<file path="src/rtl/regfile_write_arbiter_if.sv">
// Bus bundle between the two writeback sources, the decode read ports and the
// register file write port.
interface regfile_write_arbiter_if;
    logic        aValid;
    logic [4:0]  aAddr;
    logic [31:0] aData;
    logic        aReady;
    logic        bValid;
    logic [4:0]  bAddr;
    logic [31:0] bData;
    logic        bReady;
    logic [4:0]  readRegister1;
    logic [4:0]  readRegister2;
    logic        hazard1;
    logic        hazard2;
    logic        regWrite;
    logic [4:0]  writeRegister;
    logic [31:0] writeData;
    logic        idle;

    modport slave (
        input  aValid, aAddr, aData, bValid, bAddr, bData, readRegister1, readRegister2,
        output aReady, bReady, hazard1, hazard2, regWrite, writeRegister, writeData, idle
    );

    modport master (
        output aValid, aAddr, aData, bValid, bAddr, bData, readRegister1, readRegister2,
        input  aReady, bReady, hazard1, hazard2, regWrite, writeRegister, writeData, idle
    );
endinterface

</file>
<file path="src/rtl/regfile_write_arbiter.sv">
// Shares the register file write port between the ALU (A) and load (B) writeback
// sources: 2-entry queue per source, round-robin issue, read-hazard flags.
module regfile_write_arbiter #(
    parameter bit ZERO_PROTECT = 1'b1,
    parameter int QDEPTH       = 2
) (
    input  logic                    clk,
    input  logic                    reset,
    regfile_write_arbiter_if.slave  bus
);
    localparam logic [1:0] FULL = QDEPTH[1:0];

    typedef enum logic {PREF_A = 1'b0, PREF_B = 1'b1} rr_t;

    rr_t         r_rr;
    rr_t         w_rr_next;
    logic [4:0]  r_q_addr [2][2];
    logic [31:0] r_q_data [2][2];
    logic        r_wp [2];
    logic        r_rp [2];
    logic [1:0]  r_cnt [2];
    logic        r_reg_write;
    logic [4:0]  r_write_reg;
    logic [31:0] r_write_data;

    logic        w_valid_in [2];
    logic [4:0]  w_addr_in [2];
    logic [31:0] w_data_in [2];
    logic        w_ready [2];
    logic        w_push [2];
    logic        w_pop [2];
    logic        w_nonempty [2];
    logic        w_issue;
    logic        w_sel;
    logic        w_haz1;
    logic        w_haz2;

    assign w_valid_in[0] = bus.aValid;
    assign w_valid_in[1] = bus.bValid;
    assign w_addr_in[0]  = bus.aAddr;
    assign w_addr_in[1]  = bus.bAddr;
    assign w_data_in[0]  = bus.aData;
    assign w_data_in[1]  = bus.bData;

    // Readiness looks only at the registered count, never at a same-edge pop.
    always_comb begin
        for (int s = 0; s < 2; s++) begin
            w_ready[s]    = !reset && (r_cnt[s] != FULL);
            w_push[s]     = w_valid_in[s] && w_ready[s] && !(ZERO_PROTECT && (w_addr_in[s] == 5'd0));
            w_nonempty[s] = (r_cnt[s] != 2'd0);
        end
    end

    always_comb begin
        w_issue   = w_nonempty[0] || w_nonempty[1];
        w_sel     = 1'b0;
        w_rr_next = r_rr;
        if (w_nonempty[0] && w_nonempty[1]) begin
            w_sel = (r_rr == PREF_B);
        end else begin
            w_sel = w_nonempty[1];
        end
        if (w_issue) begin
            w_rr_next = w_sel ? PREF_A : PREF_B;
        end
        w_pop[0] = w_issue && !w_sel;
        w_pop[1] = w_issue && w_sel;
    end

    // An entry is live when the queue is full, or it is the head of a 1-entry queue.
    always_comb begin
        w_haz1 = 1'b0;
        w_haz2 = 1'b0;
        for (int s = 0; s < 2; s++) begin
            for (int j = 0; j < 2; j++) begin
                if ((r_cnt[s] == 2'd2) || ((r_cnt[s] == 2'd1) && (r_rp[s] == j[0]))) begin
                    if (r_q_addr[s][j] == bus.readRegister1) w_haz1 = 1'b1;
                    if (r_q_addr[s][j] == bus.readRegister2) w_haz2 = 1'b1;
                end
            end
        end
        if (r_reg_write && (r_write_reg == bus.readRegister1)) w_haz1 = 1'b1;
        if (r_reg_write && (r_write_reg == bus.readRegister2)) w_haz2 = 1'b1;
        if (bus.readRegister1 == 5'd0) w_haz1 = 1'b0;
        if (bus.readRegister2 == 5'd0) w_haz2 = 1'b0;
    end

    always_ff @(posedge clk) begin
        if (reset) begin
            r_rr         <= PREF_A;
            r_reg_write  <= 1'b0;
            r_write_reg  <= 5'd0;
            r_write_data <= 32'd0;
            for (int s = 0; s < 2; s++) begin
                r_wp[s]  <= 1'b0;
                r_rp[s]  <= 1'b0;
                r_cnt[s] <= 2'd0;
            end
        end else begin
            r_rr        <= w_rr_next;
            r_reg_write <= w_issue;
            if (w_issue) begin
                r_write_reg  <= r_q_addr[w_sel][r_rp[w_sel]];
                r_write_data <= r_q_data[w_sel][r_rp[w_sel]];
            end
            for (int s = 0; s < 2; s++) begin
                if (w_push[s]) r_wp[s] <= ~r_wp[s];
                if (w_pop[s])  r_rp[s] <= ~r_rp[s];
                r_cnt[s] <= r_cnt[s] + {1'b0, w_push[s]} - {1'b0, w_pop[s]};
            end
        end
    end

    // Queue storage carries no reset; liveness is tracked by the counts alone.
    always_ff @(posedge clk) begin
        for (int s = 0; s < 2; s++) begin
            if (!reset && w_push[s]) begin
                r_q_addr[s][r_wp[s]] <= w_addr_in[s];
                r_q_data[s][r_wp[s]] <= w_data_in[s];
            end
        end
    end

    assign bus.aReady        = w_ready[0];
    assign bus.bReady        = w_ready[1];
    assign bus.hazard1       = w_haz1;
    assign bus.hazard2       = w_haz2;
    assign bus.regWrite      = r_reg_write;
    assign bus.writeRegister = r_write_reg;
    assign bus.writeData     = r_write_data;
    assign bus.idle          = (r_cnt[0] == 2'd0) && (r_cnt[1] == 2'd0) && !r_reg_write;
endmodule
</file>
<file path="src/flat_wrapper.sv">
// flat-port wrapper written by rule: the top's interface ports become plain ports
module regfile_write_arbiter_flat 
#(
    parameter bit ZERO_PROTECT = 1'b1,
    parameter int QDEPTH       = 2
)
  (clk, reset, bus_aValid, bus_aAddr, bus_aData, bus_bValid, bus_bAddr, bus_bData, bus_readRegister1, bus_readRegister2, bus_aReady, bus_bReady, bus_hazard1, bus_hazard2, bus_regWrite, bus_writeRegister, bus_writeData, bus_idle);
  regfile_write_arbiter_if bus_i ();
  input  logic clk;
  input  logic reset;
  input wire logic [$bits(bus_i.aValid)-1:0] bus_aValid;
  input wire logic [$bits(bus_i.aAddr)-1:0] bus_aAddr;
  input wire logic [$bits(bus_i.aData)-1:0] bus_aData;
  input wire logic [$bits(bus_i.bValid)-1:0] bus_bValid;
  input wire logic [$bits(bus_i.bAddr)-1:0] bus_bAddr;
  input wire logic [$bits(bus_i.bData)-1:0] bus_bData;
  input wire logic [$bits(bus_i.readRegister1)-1:0] bus_readRegister1;
  input wire logic [$bits(bus_i.readRegister2)-1:0] bus_readRegister2;
  output wire logic [$bits(bus_i.aReady)-1:0] bus_aReady;
  output wire logic [$bits(bus_i.bReady)-1:0] bus_bReady;
  output wire logic [$bits(bus_i.hazard1)-1:0] bus_hazard1;
  output wire logic [$bits(bus_i.hazard2)-1:0] bus_hazard2;
  output wire logic [$bits(bus_i.regWrite)-1:0] bus_regWrite;
  output wire logic [$bits(bus_i.writeRegister)-1:0] bus_writeRegister;
  output wire logic [$bits(bus_i.writeData)-1:0] bus_writeData;
  output wire logic [$bits(bus_i.idle)-1:0] bus_idle;
  assign bus_i.aValid = bus_aValid;
  assign bus_i.aAddr = bus_aAddr;
  assign bus_i.aData = bus_aData;
  assign bus_i.bValid = bus_bValid;
  assign bus_i.bAddr = bus_bAddr;
  assign bus_i.bData = bus_bData;
  assign bus_i.readRegister1 = bus_readRegister1;
  assign bus_i.readRegister2 = bus_readRegister2;
  assign bus_aReady = bus_i.aReady;
  assign bus_bReady = bus_i.bReady;
  assign bus_hazard1 = bus_i.hazard1;
  assign bus_hazard2 = bus_i.hazard2;
  assign bus_regWrite = bus_i.regWrite;
  assign bus_writeRegister = bus_i.writeRegister;
  assign bus_writeData = bus_i.writeData;
  assign bus_idle = bus_i.idle;
  regfile_write_arbiter #(.ZERO_PROTECT(ZERO_PROTECT), .QDEPTH(QDEPTH)) u_core (.clk(clk), .reset(reset), .bus(bus_i));
endmodule
</file>
<file path="config.mk">
export PLATFORM = sky130hd
export DESIGN_NAME = regfile_write_arbiter_flat
export DESIGN_NICKNAME = d
export VERILOG_FILES = /design/src/rtl/regfile_write_arbiter_if.sv /design/src/rtl/regfile_write_arbiter.sv /design/src/flat_wrapper.sv
export SDC_FILE = /design/constraint.sdc
export NUM_CORES = 1
export LEC_CHECK = 0
export BUFFER_PORTS_ARGS = -buffer_cell sky130_fd_sc_hd__buf_2
export CAP_MARGIN = 20
export CORE_ASPECT_RATIO = 1.4
export CORE_UTILIZATION = 40
export DETAILED_ROUTE_END_ITERATION = 8
export GPL_TIMING_DRIVEN = 1
export PLACE_DENSITY = 0.56
export SETUP_SLACK_MARGIN = 0.4
export SLEW_MARGIN = 20
export SYNTH_ARGS = -nofsm -noshare
export SYNTH_HDL_FRONTEND = slang
export SYNTH_SLANG_ARGS = --single-unit
</file>
<file path="constraint.sdc">
create_clock -name clk -period 3.2 [get_ports clk]
set_input_delay 0.32 -clock clk [delete_from_list [all_inputs] [get_ports clk]]
set_output_delay 0.32 -clock clk [all_outputs]
set_load 0.02 [all_outputs]
</file>
==> metrics.md <==
| Metric | Value |
|---|---|
| Die width | 120 um |
| WP data arrival | 2250 ps |
| Mapped Area | 7730 um2 |
| CORE AREA | 18800 um2 |
| Worst slew pin tran | slightly below 900 ps |
| Post-synth EDFFs | 152 |
| GPL Wtd Cong | 0.906 |
| 1st-iter DRT viols | 266 |
| Hold WC Path Type | input pin to register |
| # Post-CTS Setup Buffers | 0 |
| List of most frequent post-synthesis cells | edfxtp_1 (152), dfxtp_1 (43), a22o_1 (29), mux4_2 (29), xnor2_1 (28) |
| Worst reg2reg path depth | 10 |
| Total GRT Usage | 19.4% |
| Via count | roughly 4500 |
| Worst setup startpoint | u_core.r_rp[1] |
| Avg Inst Size Synth | around 16 um2 |
| Peak Freq | 389 MHz |
| FF/Latch Area | 5430 um2 |
| WL/cell | around 21 um |
| Worst vdd ir | 0.399 mV |
| Total CTS buffers | 17 |
| Worst r2r dst | u_core.r_cnt[0][3] |
| Main flop type after synthesis | edfxtp_1 |
| Standard-cell rows | 59 |
| Cell with the most instances after synthesis | edfxtp_1 |
| PD cells | between 800 and 900 nW/um2 |
| Status | finished, final reports clean |
| CTS root buffer | clkbuf_16 |
| Worst-path clk slew | ~70 ps |
| Setup repair after global routing missed its margin | false |
| First-pass DRT Iterations | 4 |
| Worst setup path endpoint | bus_hazard1 |
| Clock tree buffer depth | 2 |
| # IOs | 131 |
| Net Count, Synth | about 570 |
| Initial antenna violation count | 0 |
| Share of layout cells above drive strength 1 | 34.1% |
| Hold-fix buffers, CTS | 0 |
| Multi-input logic area | 2160 um2 |
| Largest net degree at the start of global routing | 38 |
| Reg2reg start | u_core.r_cnt[0][1] |
| CP Class | register to primary output |
| Cell Count, Final, Fillers Out | 862 |
| Total gr overflow | 0 |
| Share of the synthesized area in the top cell type | 59.0% |
| DP Cell Count | between 800 and 900 |
| Required time of the critical path | 2880 ps |
| Synthesis-to-layout area growth | 19.5% |
| Flops & latches, synth | 195 |
| Synth area leaders | edfxtp_1 (59%), dfxtp_1 (11%), mux4_2 (8.4%) |
| Max Cap Violations | 0 |
| Post-Syn Instances | 475 |
| Clock Latency Late Sink | 430 ps |
| Vias in the first global route | 4957 |
| Yosys top cell by area | edfxtp_1 |
| Pins over their slew limit | 0 |
| Clock Skews | 13.0 ps |
| First-pass GRT wire length | 28300 um |
| TritonCTS sink count | 195 |
| CP Launch Type | register |
| Min cycle time layout | about 2600 ps |
| Antenna Cells | 0 |
| IO buf count | 130 |
| Via/cell ratio | 5.21 |
| Fin crit share | 80.4% |
| TNS Setup | 0 ps |
| Final setup viols | 0 |
| Starting density of the core | 41.2% |
| Detail Placement HPWL | about 12000 um |
| Nets | 697 |
| Endpoints failing hold | 0 |
| Die Span Y | around 170 um |
| Max-slew headroom | 41.3% |
| # DRC | 0 |
| Drt total wl | about 18000 um |
| Worst hold path cell count | 1 |
| CTS resizes | 0 |
| YS warnings | 0 |
| Final-layout fill cell count | 1687 |
| H-tree depth | 4 |
| Static leakage | 3.40 nW |
| Crit. End Element | primary output |
| CTS tree | done |
| Reg2Reg Setup Slack | about 800 ps |
| Detail Route Antenna Nets | 0 |
| Sequential element share of the synthesized area | a little over two thirds |
| Die ar. | approximately 20000 um2 |
| Ys async rst share | 0% |
| Distinct cells, synth | 32 |
| Crit Path Max Fanout | 12 |
## area by class of cell
| cell class | count | share of cell area [%] |
|---|---|---|
| multi-input combinational | 242 | 23.4 |
| tap | 244 | 3.30 |
| clock buffer | 21 | 4.98 |
| sequential | 195 | 58.7 |
| clock inverter | 11 | 1.37 |
| inverter | 8 | 0.325 |
| timing repair buffer | 141 | 7.93 |
## cells in the final DEF (no fill, tap or decap), types with 8 or more instances in the layout
cell       netlist  final
a22o_1          29     29
a32o_1           8      8
buf_2            2    130
buf_4            3     11
clkbuf_16        0     17
dfxtp_1         43     43
edfxtp_1       152    152
mux4_2          29     29
nand2_1         17     17
nand3_1         15     15
nor2_1          22     18
nor3_1          22     22
nor4_1          10     10
xnor2_1         28     28
xor2_1          26     26
## power by group
part | switching [W] | total [W] | internal (W)
logic | 0.00141 | 0.00249 | 0.00108
registers | 0.000308 | 0.00347 | 0.00316
clock network | 0.000892 | 0.00209 | 0.00120
## through the flow
stage | area [um2] | utilization, % | hold WS [ps] | setup slack (ps) | power, W
2_1_floorplan | 7740 | - | 419 | 660 | 0.00525
3_3_place_gp | 8650 | 46.2 | 458 | 565 | 0.00603
3_5_place_dp | 8650 | 46.2 | 460 | 557 | 0.00606
4_1_cts | 9240 | 49.3 | 53.0 | 630 | 0.00816
5_1_grt | 9240 | 49.3 | 55.9 | 436 | 0.00850
6_report | 9240 | 49.3 | 79.9 | 628 | 0.00805
## sequential cells by signal, summed over array words and instances, names as in the netlist
name,cells
u_core.bus.regWrite,1
u_core.bus.writeData,32
u_core.bus.writeRegister,5
u_core.r_cnt,4
u_core.r_q_addr,20
u_core.r_q_data,128
u_core.r_rp,2
u_core.r_rr,1
u_core.r_wp,2
## worst min-delay path by stage
| stage | from | to | slack [ps] |
|---|---|---|---|
| 2_1_floorplan | bus_aAddr[0] | u_core.r_q_addr[0][0] | 420 |
| 3_3_place_gp | u_core.bus.writeData[22] | u_core.bus.writeData[22] | 460 |
| 3_5_place_dp | u_core.bus.writeData[15] | u_core.bus.writeData[15] | 460 |
| 4_1_cts | bus_aData[3] | u_core.r_q_data[0][3] | 50 |
| 5_1_grt | bus_bData[19] | u_core.r_q_data[1][19] | 60 |
| 6_report | bus_aData[3] | u_core.r_q_data[0][3] | 80 |
## critical path, stage by stage (launching register included)
cell and delay [ps]:
edfxtp_1 660, inv_1 80, a21oi_1 320, nor4_1 140, nor4_1 350, a21oi_1 110, buf_2 170
## cell families after synthesis
| logic type | count (synthesis) | synth area share [%] |
|---|---|---|
| flops | 195 | 70.2 |
| simple gates | 104 | 6.63 |
| xor+xnor | 54 | 6.12 |
| compound gates | 50 | 5.53 |
| buf+inv | 38 | 2.31 |
| mux | 30 | 8.59 |
| fa+ha+maj | 4 | 0.647 |
## layer usage
| layer | vias up | wire, um | global-route usage (%) |
|---|---|---|---|
| met4 | 0 | 258 | 7.55 |
| met2 | 140 | 9630 | 32.9 |
| met1 | 2251 | 7450 | 24.5 |
| li1 | 2085 | - | - |
| met3 | 14 | 724 | 3.39 |
| met5 | - | 0 | 0 |
Power figures use the tool's default switching activity.
